### config.mk
export PLATFORM = sky130hd
export DESIGN_NAME = line_pingpong_sched
export DESIGN_NICKNAME = d
export VERILOG_FILES = /design/src/rtl/line_pingpong_sched_pkg.sv /design/src/rtl/line_pingpong_sched_skid2.sv /design/src/rtl/line_pingpong_sched.sv
export SDC_FILE = /design/constraint.sdc
export NUM_CORES = 1
export LEC_CHECK = 0
export BUFFER_PORTS_ARGS = -buffer_cell sky130_fd_sc_hd__buf_2
export CAP_MARGIN = 20
export CORE_MARGIN = 1.5
export CORE_UTILIZATION = 45
export DETAILED_ROUTE_END_ITERATION = 16
export PLACE_DENSITY = 0.65
export SLEW_MARGIN = 20
export SYNTH_ARGS = -nofsm -noshare
export SYNTH_HDL_FRONTEND = slang
export SYNTH_HIERARCHICAL = 1
export SYNTH_SLANG_ARGS = --single-unit
### constraint.sdc
create_clock -name clk -period 3.7 [get_ports clk]
set_input_delay 0.555 -clock clk [delete_from_list [all_inputs] [get_ports clk]]
set_output_delay 0.555 -clock clk [all_outputs]
set_load 0.01 [all_outputs]
### src/rtl/line_pingpong_sched_pkg.sv
// Shared encodings and default geometry for the ping-pong line scheduler.
package line_pingpong_sched_pkg;

  localparam int DATA_W_DEF   = 8;
  localparam int ADDR_W_DEF   = 11;
  localparam int LINE_MAX_DEF = 1280;

  typedef enum logic [1:0] {W_IDLE, W_LINE, W_HOLD, W_GAP} wr_state_t;
  typedef enum logic [1:0] {R_IDLE, R_READ, R_DRAIN} rd_state_t;

endpackage

### src/rtl/line_pingpong_sched_skid2.sv
// Two-entry skid FIFO that absorbs line-RAM read data while the output is stalled.
module lps_skid2 #(
  parameter int W = 9
) (
  input  logic         clk,
  input  logic         reset,
  input  logic         i_push,
  input  logic [W-1:0] i_data,
  input  logic         i_pop,
  output logic         o_valid,
  output logic [W-1:0] o_data,
  output logic [1:0]   o_count
);

  logic [W-1:0] r_mem [2];
  logic         r_wptr;
  logic         r_rptr;
  logic [1:0]   r_count;

  always_ff @(posedge clk) begin
    if (reset) begin
      r_wptr  <= 1'b0;
      r_rptr  <= 1'b0;
      r_count <= 2'd0;
    end else begin
      if (i_push) begin
        r_mem[r_wptr] <= i_data;
        r_wptr        <= ~r_wptr;
      end
      if (i_pop) r_rptr <= ~r_rptr;
      case ({i_push, i_pop})
        2'b10:   r_count <= r_count + 2'd1;
        2'b01:   r_count <= r_count - 2'd1;
        default: r_count <= r_count;
      endcase
    end
  end

  assign o_valid = (r_count != 2'd0);
  assign o_data  = r_mem[r_rptr];
  assign o_count = r_count;

endmodule

### src/rtl/line_pingpong_sched.sv
// Writes one line into the ping-pong RAM while streaming the previous line back out.
//   state   | meaning
//   W_IDLE  | waiting for the first pixel of a line
//   W_LINE  | writing a line; ram_we held high through input gaps
//   W_HOLD  | line complete, read side still busy with the previous line
//   W_GAP   | single ram_we-low cycle that swaps banks and arms the reader
//   R_IDLE  | nothing to read
//   R_READ  | issuing reads 0..rlen-1 under a two-word credit
//   R_DRAIN | all reads issued, waiting for skid FIFO and in-flight read to empty
module line_pingpong_sched
  import line_pingpong_sched_pkg::*;
#(
  parameter int DATA_W   = DATA_W_DEF,
  parameter int ADDR_W   = ADDR_W_DEF,
  parameter int LINE_MAX = LINE_MAX_DEF
) (
  input  logic              clk,
  input  logic              reset,
  input  logic              in_valid,
  output logic              in_ready,
  input  logic [DATA_W-1:0] in_data,
  input  logic              in_last,
  output logic              out_valid,
  input  logic              out_ready,
  output logic [DATA_W-1:0] out_data,
  output logic              out_last,
  output logic              ram_we,
  output logic [ADDR_W-1:0] ram_waddr,
  output logic [DATA_W-1:0] ram_wdata,
  output logic              ram_re,
  output logic [ADDR_W-1:0] ram_raddr,
  input  logic [DATA_W-1:0] ram_rdata,
  output logic              line_done
);

  localparam int LEN_W = ADDR_W + 1;

  wr_state_t         r_wstate, w_wnext;
  rd_state_t         r_rstate, w_rnext;
  logic [LEN_W-1:0]  r_wcnt, r_wlen, r_rlen, r_raddr;
  logic [ADDR_W-1:0] r_laddr;
  logic [DATA_W-1:0] r_ldata;
  logic              r_infl, r_infl_last;

  logic [LEN_W-1:0]  w_cur_addr;
  logic              w_acc, w_line_end, w_rd_idle, w_re, w_pop, w_sk_valid;
  logic [1:0]        w_sk_cnt;
  logic [2:0]        w_busy;
  logic              w_rd_last;

  assign w_cur_addr = (r_wstate == W_IDLE) ? '0 : r_wcnt;
  assign w_acc      = in_valid && !reset && (r_wstate == W_IDLE || r_wstate == W_LINE);
  assign w_line_end = w_acc && (in_last || w_cur_addr == LEN_W'(LINE_MAX - 1));
  assign w_rd_idle  = (r_rstate == R_IDLE);

  always_comb begin
    w_wnext   = r_wstate;
    in_ready  = 1'b0;
    ram_we    = 1'b0;
    ram_waddr = r_laddr;
    ram_wdata = r_ldata;
    line_done = 1'b0;
    case (r_wstate)
      W_IDLE, W_LINE: begin
        in_ready = 1'b1;
        ram_we   = (r_wstate == W_LINE) || in_valid;
        if (in_valid) begin
          ram_waddr = w_cur_addr[ADDR_W-1:0];
          ram_wdata = in_data;
          w_wnext   = W_LINE;
        end
        if (w_line_end) w_wnext = w_rd_idle ? W_GAP : W_HOLD;
      end
      W_HOLD: begin
        ram_we = 1'b1;
        if (w_rd_idle) w_wnext = W_GAP;
      end
      W_GAP: begin
        line_done = 1'b1;
        w_wnext   = W_IDLE;
      end
      default: w_wnext = W_IDLE;
    endcase
    if (reset) begin
      in_ready  = 1'b0;
      ram_we    = 1'b0;
      ram_waddr = '0;
      line_done = 1'b0;
    end
  end

  always_ff @(posedge clk) begin
    if (reset) begin
      r_wstate <= W_IDLE;
      r_wcnt   <= '0;
      r_wlen   <= '0;
      r_laddr  <= '0;
      r_ldata  <= '0;
    end else begin
      r_wstate <= w_wnext;
      if (w_acc) begin
        r_laddr <= w_cur_addr[ADDR_W-1:0];
        r_ldata <= in_data;
        r_wcnt  <= w_cur_addr + LEN_W'(1);
      end
      if (w_line_end) r_wlen <= w_cur_addr + LEN_W'(1);
    end
  end

  // Credit counts this cycle's pop so a steady stream keeps one read per cycle.
  assign w_pop     = out_valid && out_ready;
  assign w_busy    = {1'b0, w_sk_cnt} + {2'b00, r_infl} - {2'b00, w_pop};
  assign w_rd_last = (r_raddr == r_rlen - LEN_W'(1));

  always_comb begin
    w_rnext = r_rstate;
    w_re    = 1'b0;
    case (r_rstate)
      R_IDLE:  if (r_wstate == W_GAP) w_rnext = R_READ;
      R_READ: begin
        if (w_busy < 3'd2) begin
          w_re = 1'b1;
          if (w_rd_last) w_rnext = R_DRAIN;
        end
      end
      R_DRAIN: if (w_sk_cnt == 2'd0 && !r_infl) w_rnext = R_IDLE;
      default: w_rnext = R_IDLE;
    endcase
    if (reset) w_re = 1'b0;
  end

  always_ff @(posedge clk) begin
    if (reset) begin
      r_rstate    <= R_IDLE;
      r_rlen      <= '0;
      r_raddr     <= '0;
      r_infl      <= 1'b0;
      r_infl_last <= 1'b0;
    end else begin
      r_rstate    <= w_rnext;
      r_infl      <= w_re;
      r_infl_last <= w_re && w_rd_last;
      if (r_wstate == W_GAP) r_rlen <= r_wlen;
      if (r_rstate == R_IDLE) r_raddr <= '0;
      else if (w_re)          r_raddr <= r_raddr + LEN_W'(1);
    end
  end

  assign ram_re    = w_re;
  assign ram_raddr = r_raddr[ADDR_W-1:0];

  logic [DATA_W:0] w_sk_data;

  lps_skid2 #(.W(DATA_W + 1)) u_skid (
    .clk     (clk),
    .reset   (reset),
    .i_push  (r_infl),
    .i_data  ({r_infl_last, ram_rdata}),
    .i_pop   (w_pop),
    .o_valid (w_sk_valid),
    .o_data  (w_sk_data),
    .o_count (w_sk_cnt)
  );

  assign out_valid = w_sk_valid && !reset;
  assign out_data  = w_sk_data[DATA_W-1:0];
  assign out_last  = w_sk_data[DATA_W];

endmodule

# Yosys cells after proc, flatten, opt, wreduce, memory -nomap -nowiden
# Memories as Yosys holds them, arrays and structs flattened. A register that Yosys moved wholly into a read port is not among the register bits.
# Index checks and enable logic that the tools add are counted.
# totals
regBits	77
latchBits	0
ramBits	18
mem_bits_ro	0
input_bits	21
out_inout_bits	44
elab_cells	91
mem_count	1
# op_classes
add_sub_neg	7
mul	0
div_mod_pow	0
order_cmp	1
n_eq_ne	15
shift	0
mux	31
bitwise_logic	2
n_reduce_logical	21
# memory_table
name	depth	width	rd	rd_ports_with_merged_regs	wr	line	text
u_skid.r_mem	2	9	1	1	1	line_pingpong_sched_skid2.sv:15	logic [W-1:0] r_mem [2];
# op_table
op	count
two-way mux 11 bit	3
adder 12 x 1 -> 12 bit, second input constant	2
two-way mux 8 bit	2
two-way mux 1 bit	14
two-way mux 2 bit	7
== test 12 x 11 -> 1 bit, second input constant	1
== test 12 bit	1
two-way mux 12 bit	1
case mux 2 bit (3 select lines)	2
subtractor 12 x 1 -> 12 bit, second input constant	1
== test 2 bit, second input constant	4
inequality test 2 bit, second input constant	4
logical AND 1 bit	7
== test 2 x 1 -> 1 bit, second input constant	3
logical NOT 2 bit	3
case mux 2 bit (2 select lines)	1
AND reduction 4 bit	1
nonzero test 2 bit	2
OR reduction 2 bit	2
adder 2 x 1 -> 3 bit	1
logical OR 1 bit	3
less-than comparator 3 x 2 -> 1 bit, second input constant	1
inequality test 3 bit, second input constant	1
subtractor 3 x 1 -> 3 bit	1
other kinds (7)	9

# Longest topological paths before layout
# Gate-level depths: netlist of the first run.
# depth
ltp_word	9
depth_mapped	12
mapped_depth_nobuf	11

# Modules after synthesis
# The synthesis of the first run kept the hierarchy.
# by_module_without_submodules
module	instances	cells_each	area_each_um2	seq_area_each_um2
line_pingpong_sched	1	479	3739.8	1461.4
lps_skid2	1	49	848.3	640.6

# Least setup slack after synthesis of the first run
# No wires, ideal clock.
# synth_path
path_kind	input to register
startpoint	input port reset
endpoint	register r_rstate[0]
setup_time_ps	119
arrival_time_ps	3305
required_ps	3581
slack_ps	276
path_stages	11
path_buffers	1
cell_sequence	clkbuf_1 nor2b_1 and2_1 ha_1 nor2b_1 fa_1 nand2b_1 or4_4 nor4b_4 nand3_2 o221a_1
# synth_between
elab_chain_len	7
# synth_rtl
element	line	text
start: declaration	line_pingpong_sched.sv:18	input logic reset,
logical NOT 1 bit	line_pingpong_sched.sv:165	assign out_valid = w_sk_valid && !reset;
logical AND 1 bit	line_pingpong_sched.sv:165	
named net out_valid	line_pingpong_sched.sv:23	output logic out_valid,
logical AND 1 bit	line_pingpong_sched.sv:111	assign w_pop = out_valid && out_ready;
named net w_pop	line_pingpong_sched.sv:46	logic w_acc, w_line_end, w_rd_idle, w_re, w_pop, w_sk_valid;
subtractor 3 x 1 -> 3 bit	line_pingpong_sched.sv:112	assign w_busy = {1'b0, w_sk_cnt} + {2'b00, r_infl} - {2'b00, w_pop};
less-than comparator 3 x 2 -> 1 bit	line_pingpong_sched.sv:121	if (w_busy < 3'd2) begin
inequality test 2 bit (no source line)	--	
AND reduction 4 bit (no source line)	--	
end signal: assignment	line_pingpong_sched.sv:140	r_rstate <= w_rnext;
end: declaration	line_pingpong_sched.sv:39	rd_state_t r_rstate, w_rnext;
# The timed path passes the listed nets, and every way through them passes these cells.
# A chain may end at the register's enable or synchronous reset.

# Final worst setup path of the first run
# layout_path
startpoint	register u_skid.r_count[1] (netlist: u_skid/o_count[1])
endpoint	output port ram_re
# layout_between
elab_chain_len	8
elab_cells_between_ends	9
cone_classes	add/sub (2); order compare (1); mux (3); reduce/logical (3)
# layout_rtl
element	line	text
start: declaration	line_pingpong_sched_skid2.sv:18	logic [1:0] r_count;
start signal: assignment	line_pingpong_sched_skid2.sv:32	2'b10: r_count <= r_count + 2'd1;
start signal: assignment	line_pingpong_sched_skid2.sv:33	2'b01: r_count <= r_count - 2'd1;
start signal: assignment	line_pingpong_sched_skid2.sv:34	default: r_count <= r_count;
nonzero test 2 bit	line_pingpong_sched_skid2.sv:39	assign o_valid = (r_count != 2'd0);
named net w_sk_valid	line_pingpong_sched.sv:46	
logical AND 1 bit	line_pingpong_sched.sv:165	
logical AND 1 bit	line_pingpong_sched.sv:111	
named net w_pop	line_pingpong_sched.sv:46	
subtractor 3 x 1 -> 3 bit	line_pingpong_sched.sv:112	
less-than comparator 3 x 2 -> 1 bit	line_pingpong_sched.sv:121	
two-way mux 1 bit	line_pingpong_sched.sv:121	
two-way mux 1 bit	line_pingpong_sched.sv:118	case (r_rstate)
two-way mux 1 bit	line_pingpong_sched.sv:129	if (reset) w_re = 1'b0;
end: declaration	line_pingpong_sched.sv:30	output logic ram_re,
# The timed path passes the listed nets, and every way through them passes these cells.

==> results of run 1 <==
-- logic make-up after synthesis --
kind of cell    after synthesis
compound gates              111
xor+xnor                     33
fa+ha+maj                     6
buf+inv                      52
flops                        96
mux                          11
simple gates                219
-- path summary, 6_finish.rpt --
path	startpoint	depth (start not counted)	endpoint
max	u_skid/o_count[1]$_SDFFE_PP0P_	10	ram_re
min	ram_rdata[6]	1	u_skid/r_mem[1][6]$_DFFE_PP_
max reg2reg	u_skid/o_count[1]$_SDFFE_PP0P_	11	r_rstate[0]$_SDFFE_PP0P_
min reg2reg	r_infl_last$_SDFF_PP0_	0	u_skid/r_mem[1][8]$_DFFE_PP_
-- synthesized netlist by cell type (3+ instances only) --
cell,instances
and2_1,4
dfxtp_1,78
nand2_1,86
nor4_1,6
o31ai_1,3
xor2_1,15
a22oi_1,4
buf_4,12
nor3_1,11
nand2b_1,5
a311oi_1,4
nand3_1,18
o21ai_0,20
mux2_2,9
nand4_1,8
edfxtp_1,18
or4_1,3
a21oi_1,61
nor2_1,47
or3_1,3
or2_2,4
inv_1,8
and4_1,3
ha_1,5
xnor2_1,18
buf_2,5
nor2b_1,5
clkbuf_1,26
and3_1,3
-- registers in the layout (all words and copies together) (netlist names), named ones only --
register	count
r_wcnt	12
r_rstate	2
r_wlen	12
r_ldata	8
r_raddr	12
u_skid/r_wptr	1
r_wstate	2
u_skid/r_mem	18
r_rlen	12
u_skid/r_rptr	1
r_infl_last	1
r_infl	1
u_skid/o_count	2
r_laddr	11
-- area by class of cell --
| type | instances | area [sq um] | share of cell area, % |
|---|---|---|---|
| Clock buffer | 11 | 152.6 | 2.933 |
| Clock inverter | 5 | 107.6 | 2.068 |
| Inverter | 8 | 30.03 | 0.5771 |
| Multi-Input combinational cell | 380 | 2245 | 43.14 |
| Sequential cell | 96 | 2102 | 40.39 |
| Tap cell | 133 | 166.4 | 3.198 |
| Timing Repair Buffer | 73 | 400.4 | 7.694 |
-- through the flow --
stage	hold WS [ns]	power, mW	util, %	worst slack (ns)	area [sq um]
3_5_place_dp	0.4327	1.272	50.32	0.3242	4941
6_report	0.3813	2.114	52.99	0.2407	5204
3_3_place_gp	0.4371	1.268	50.32	0.3909	4941
4_1_cts	0.3652	2.137	52.97	0.2077	5201
2_1_floorplan	0.4037	1.219	-	0.2760	4588
5_1_grt	0.3656	2.197	52.99	0.01818	5204
-- power breakdown --
group / switching, mW / internal (mW)
combinational: 0.101 / 0.0539
sequential: 0.0137 / 1.08
clock: 0.370 / 0.496
total: 0.484 / 1.63
-- metal layers --
layer | GRT usage (%) | up-vias
li1 | - | 1907
met1 | 25.17 | 1763
met2 | 30.37 | 89
met3 | 2.945 | 5
met4 | 5.952 | 0
met5 | 0 | -
-- worst register-to-register path, cell delays in order, from the launching register on --
cell and delay (ns):
dfxtp_1 0.36, or2_2 0.30, nor2b_1 0.13, and2_1 0.20
ha_1 0.30, nor2b_1 0.13, fa_1 0.43, nand2b_2 0.22
or4_4 0.56, nor4b_4 0.31, nand3_2 0.12, o221a_1 0.23
==> flow_metrics.py, run 1 <==
metrics = {
    "clock_network": {
        "cts_sinks": 96,
        "path_clk_slew_ns": 0.10,
        "clk_latency_ns": 0.36,
        "cts_tree": "yes",
        "post_cts.repair.setup_buffers": 0,
        "numCtsBuffers": 9,
        "cts_max_path_buffers": 2,
        "cts_resized": 0,
        "hold_buffers": 0,
        "cts_max_level": 3,
        "clockRootBuffer": "clkbuf_8",
    },
    "setup_path": {
        "cp_common_cell": "nor2b_1",
        "cp-start-kind": "register",
        "cpPeakStageDelay_ns": 0.43,
        "cp.required_ns": 3.14,
        "slowest_stage": "fa_1",
        "cp_data_arrival_time_ns": 2.90,
        "r2r_setup_slack_ns": 0.30,
        "crit_family": "simple AND/OR/NAND/NOR gates",
        "critPathKind": "register to output pin",
        "crit_buf_inv": 2,
        "critical_path_peak_fanout": 8,
        "end_kind": "output pin",
        "cp_cell_sequence": "or2_2 > nor2b_1 > and2_1 > ha_1 > nor2b_1 > fa_1 > nand2b_2 > nor3_2 > buf_4 > buf_2",
    },
    "placement": {
        "dp_hpwl_um": 6682,
        "dp.cells": 690,
        "gp_congestion": 0.8021,
        "portBuffers": 64,
    },
    "cells_and_area": {
        "drive_gt1_share_pct": 20.42,
        "area_growth_pct": 13.42,
        "nNetsFinal": 595,
        "fin_cells": 706,
        "antenna_cells": 0,
        "fill_cells": 946,
        "final_common_cell": "nand2_1",
        "layout_common_cells": "nand2_1, dfxtp_1, buf_2, a21oi_1, nor2_1",
    },
    "synth": {
        "syn_inst": 528,
        "synth_nets": 555,
        "synth-edff-count": 18,
        "synth_top_area_share_pct": 34.03,
        "yosysSeqAreaShare_pct": 45.81,
        "synth_adder_area_share_pct": 1.800,
        "synth-compound-area-share_pct": 14.59,
        "yosys_warnings": 6,
        "synth_xor_area_share_pct": 6.299,
        "synth-seq-cells": 96,
        "async_flop_share_pct": 0,
        "yosys_most_used_dff": "dfxtp_1",
        "synthMuxAreaShare_pct": 2.645,
        "syn-mean-instance-area_sq_um": 8.690,
        "synth.distinct_cells": 60,
        "yosysTopAreaCell": "dfxtp_1",
        "synth.cell_area_sq_um": 4588,
        "ys_top_cells_by_area": "dfxtp_1, edfxtp_1, nand2_1",
        "synth-simple-area-share_pct": 23.48,
        "synth_top_family_by_area": "simple AND/OR/NAND/NOR gates",
    },
    "grt": {
        "grt_pass1_vias": 3446,
        "antenna_found_initial": 0,
        "grt.total_usage_pct": 18.58,
        "grt_pass1_wl_um": 16710,
        "grt_max_degree": 84,
        "grt_overflow_total": 0,
    },
    "route": {
        "route.met2.wl_um": 4620,
        "drtPass1Iterations": 4,
        "drt_wl_total_um": 9709,
        "vias": 3764,
        "routedLengthMet1_um": 4627,
        "wl_per_cell_um": 13.75,
        "drtIter0Drc": 207,
        "highest_layer": "met4",
        "route.met3.wl_um": 395,
        "routed_via_density": 5.331,
        "ant_nets": 0,
        "drc_errors": 0,
    },
    "floorplanning": {
        "num_io_pins": 65,
        "rows": 36,
        "die_area_sq_um": 10810,
        "die_y_um": 104.0,
        "core-area_sq_um": 9819,
        "die_w_um": 104.0,
        "initial_utilization_pct": 46.73,
    },
    "timing": {
        "fin_tns_setup_ns": 0,
        "fin_crit_ns": 3.459,
        "hold_violations": 0,
        "worst_slew_pin_slew_ns": 0.8894,
        "skew_ns": 0.01417,
        "max_freq_mhz": 289.1,
        "period_share_pct": 93.49,
        "final-setup-viol-count": 0,
        "drv_slew": 0,
        "max_slew_margin_pct": 40.59,
        "rsz0062_at_grt": "no",
    },
    "power_and_ir_drop": {
        "peakVddDrop_mv": 0.2305,
        "p_leak_nw": 1.944,
        "power_density_nw_per_um2": 406.2,
    },
    "hold_path": {
        "hp-class": "input port to register",
    },
    "job": {
        "max_cap_violations": 0,
    },
    "run_status": {
        "run_status": "complete, no violations",
    },
}
Note: power is estimated with default switching activity, not from simulation.
==> inputs of run 2 (changes only) <==
--- a/config.mk
+++ b/config.mk
@@ -11,6 +11,7 @@
 export CORE_UTILIZATION = 45
 export DETAILED_ROUTE_END_ITERATION = 16
 export PLACE_DENSITY = 0.65
+export RECOVER_POWER = 25
 export SLEW_MARGIN = 20
 export SYNTH_ARGS = -nofsm -noshare
 export SYNTH_HDL_FRONTEND = slang
==> flow_metrics.py, run 2 (synthesized netlist as in run 1, its figures left out) <==
metrics = {
    "run_status": {
        "run_status": "complete, but fails checks",
        "failed_checks": "capacitance limit, slew limit",
    },
    "job": {
        "max_cap_violations": 1,
    },
    "setup_path": {
        "end_kind": "output pin",
        "critical_path_peak_fanout": 8,
        "cp_data_arrival_time_ns": 2.90,
        "worst-r2r-cell-count": 11,
        "cp-start-kind": "register",
        "critPathKind": "register to output pin",
        "cp.required_ns": 3.14,
    },
    "timing": {
        "hold_ws_ns": 0.3822,
        "fin_crit_ns": 3.458,
        "rsz0062_at_grt": "no",
        "max_freq_mhz": 289.2,
        "hold_violations": 0,
        "max_slew_margin_pct": -5.241,
        "skew_ns": 0.01368,
        "period_share_pct": 93.46,
        "fin_tns_setup_ns": 0,
        "final-setup-viol-count": 0,
        "worst_slew_pin_slew_ns": 1.579,
        "drv_slew": 84,
    },
    "floorplanning": {
        "initial_utilization_pct": 46.73,
        "die_w_um": 104.0,
        "die_area_sq_um": 10810,
        "die_y_um": 104.0,
        "num_io_pins": 65,
        "core-area_sq_um": 9819,
        "rows": 36,
    },
    "cells_and_area": {
        "register_area_sq_um": 2102,
        "largest_register_ffs": 18,
        "drive_gt1_share_pct": 18.50,
        "fill_cells": 953,
        "multiInputGateArea_sq_um": 2245,
        "nNetsFinal": 595,
        "largest_register": "u_skid/r_mem",
        "area_growth_pct": 13.01,
        "layout_common_cells": "nand2_1, dfxtp_1, a21oi_1, buf_2, nor2_1",
        "final_common_cell": "nand2_1",
        "fin_cells": 706,
        "antenna_cells": 0,
    },
    "route": {
        "vias": 3776,
        "drtIter0Drc": 206,
        "drt_wl_total_um": 9733,
        "drc_errors": 0,
        "routed_via_density": 5.348,
        "ant_nets": 0,
        "wl_per_cell_um": 13.79,
        "drtPass1Iterations": 5,
    },
    "clock_network": {
        "numCtsBuffers": 9,
        "path_clk_slew_ns": 0.10,
        "cts_max_path_buffers": 2,
        "clockRootBuffer": "clkbuf_8",
        "hold_buffers": 0,
        "cts_max_level": 3,
        "clk_latency_ns": 0.36,
        "cts_tree": "yes",
        "cts_sinks": 96,
    },
    "grt": {
        "grt_pass1_wl_um": 16710,
        "antenna_found_initial": 0,
        "grt.total_usage_pct": 18.58,
        "grt_max_degree": 84,
        "grt_overflow_total": 0,
        "grt_pass1_vias": 3446,
    },
    "power_and_ir_drop": {
        "p_leak_nw": 1.903,
        "intPower_mw": 1.629,
        "peakVddDrop_mv": 0.2302,
        "swShare_pct": 22.85,
        "seqPwrFrac_pct": 51.8,
        "power_density_nw_per_um2": 407.1,
        "switchingPower_mw": 0.4823,
        "clockPowerShare_pct": 40.9,
        "power_mw": 2.111,
        "combPwrFrac_pct": 7.3,
    },
    "placement": {
        "dp.cells": 690,
        "gp_congestion": 0.8021,
        "dp_hpwl_um": 6682,
        "portBuffers": 64,
    },
    "hold_path": {
        "hp-class": "input port to register",
        "holdPathStages": 1,
    },
}
## run 2: changes by cell type in the layout (fill, tap and decap cells not counted)
cell	delta
buf_2	-10
buf_4	-2
clkbuf_1	+11
clkbuf_2	+1
## run 2: worst paths after layout
| check | startpoint | end | slack (ns) |
|---|---|---|---|
| setup reg to reg | u_skid/o_count[1]$_SDFFE_PP0P_ | r_rstate[0]$_SDFFE_PP0P_ | 0.30 |
| setup / recovery | u_skid/o_count[1]$_SDFFE_PP0P_ | ram_re | 0.24 |
| hold / removal | ram_rdata[6] | u_skid/r_mem[1][6]$_DFFE_PP_ | 0.38 |
| hold reg to reg | r_infl_last$_SDFF_PP0_ | u_skid/r_mem[1][8]$_DFFE_PP_ | 0.45 |
## run 2: power groups by stage
| stage | Combinational [mW] | Clock, mW | Sequential (mW) |
|---|---|---|---|
| 2_1_floorplan | 0.108 | 0 | 1.11 |
| 3_3_place_gp | 0.152 | 0 | 1.12 |
| 3_5_place_dp | 0.155 | 0 | 1.12 |
| 4_1_cts | 0.156 | 0.888 | 1.09 |
| 5_1_grt | 0.172 | 0.927 | 1.10 |
| 6_report | 0.154 | 0.863 | 1.09 |
## run 2: per-stage QoR
step | setup WS (ns) | area (sq um) | utilization [%]
detailed placement | 0.3242 | 4941 | 50.32
global route | 0.01661 | 5185 | 52.80
global placement | 0.3909 | 4941 | 50.32
floorplan | 0.2760 | 4588 | -
finish | 0.2418 | 5185 | 52.80
CTS | 0.2077 | 5201 | 52.97
## run 2: per-layer routing
metal	vias up	global-route usage, %	routed length, um
li1	1907	-	-
met2	89	30.37	4579
met4	0	5.952	111
met1	1772	25.17	4699
met5	-	0	0
met3	8	2.945	343
## run 2: cell type report
cell class | instances | share of cell area, %
multi-input combinational | 380 | 43.29
sequential | 96 | 40.54
timing repair buffer | 73 | 7.360
tap | 133 | 3.209
clock buffer | 11 | 2.944
clock inverter | 5 | 2.075
inverter | 8 | 0.5792
## run 2: worst max-delay path: stages (launching register included)
cell and delay (ns):
dfxtp_1 0.36, or2_2 0.30, nor2b_1 0.13, and2_1 0.20, ha_1 0.30, nor2b_1 0.13, fa_1 0.43, nand2b_2 0.22
nor3_2 0.17, buf_4 0.18, buf_2 0.14
## run 2: timing repair
action,in CTS,in global routing
endpoints found under the setup margin,0,1
setup buffers,0,0
endpoints found under the hold margin,0,0
gates resized for setup,0,1
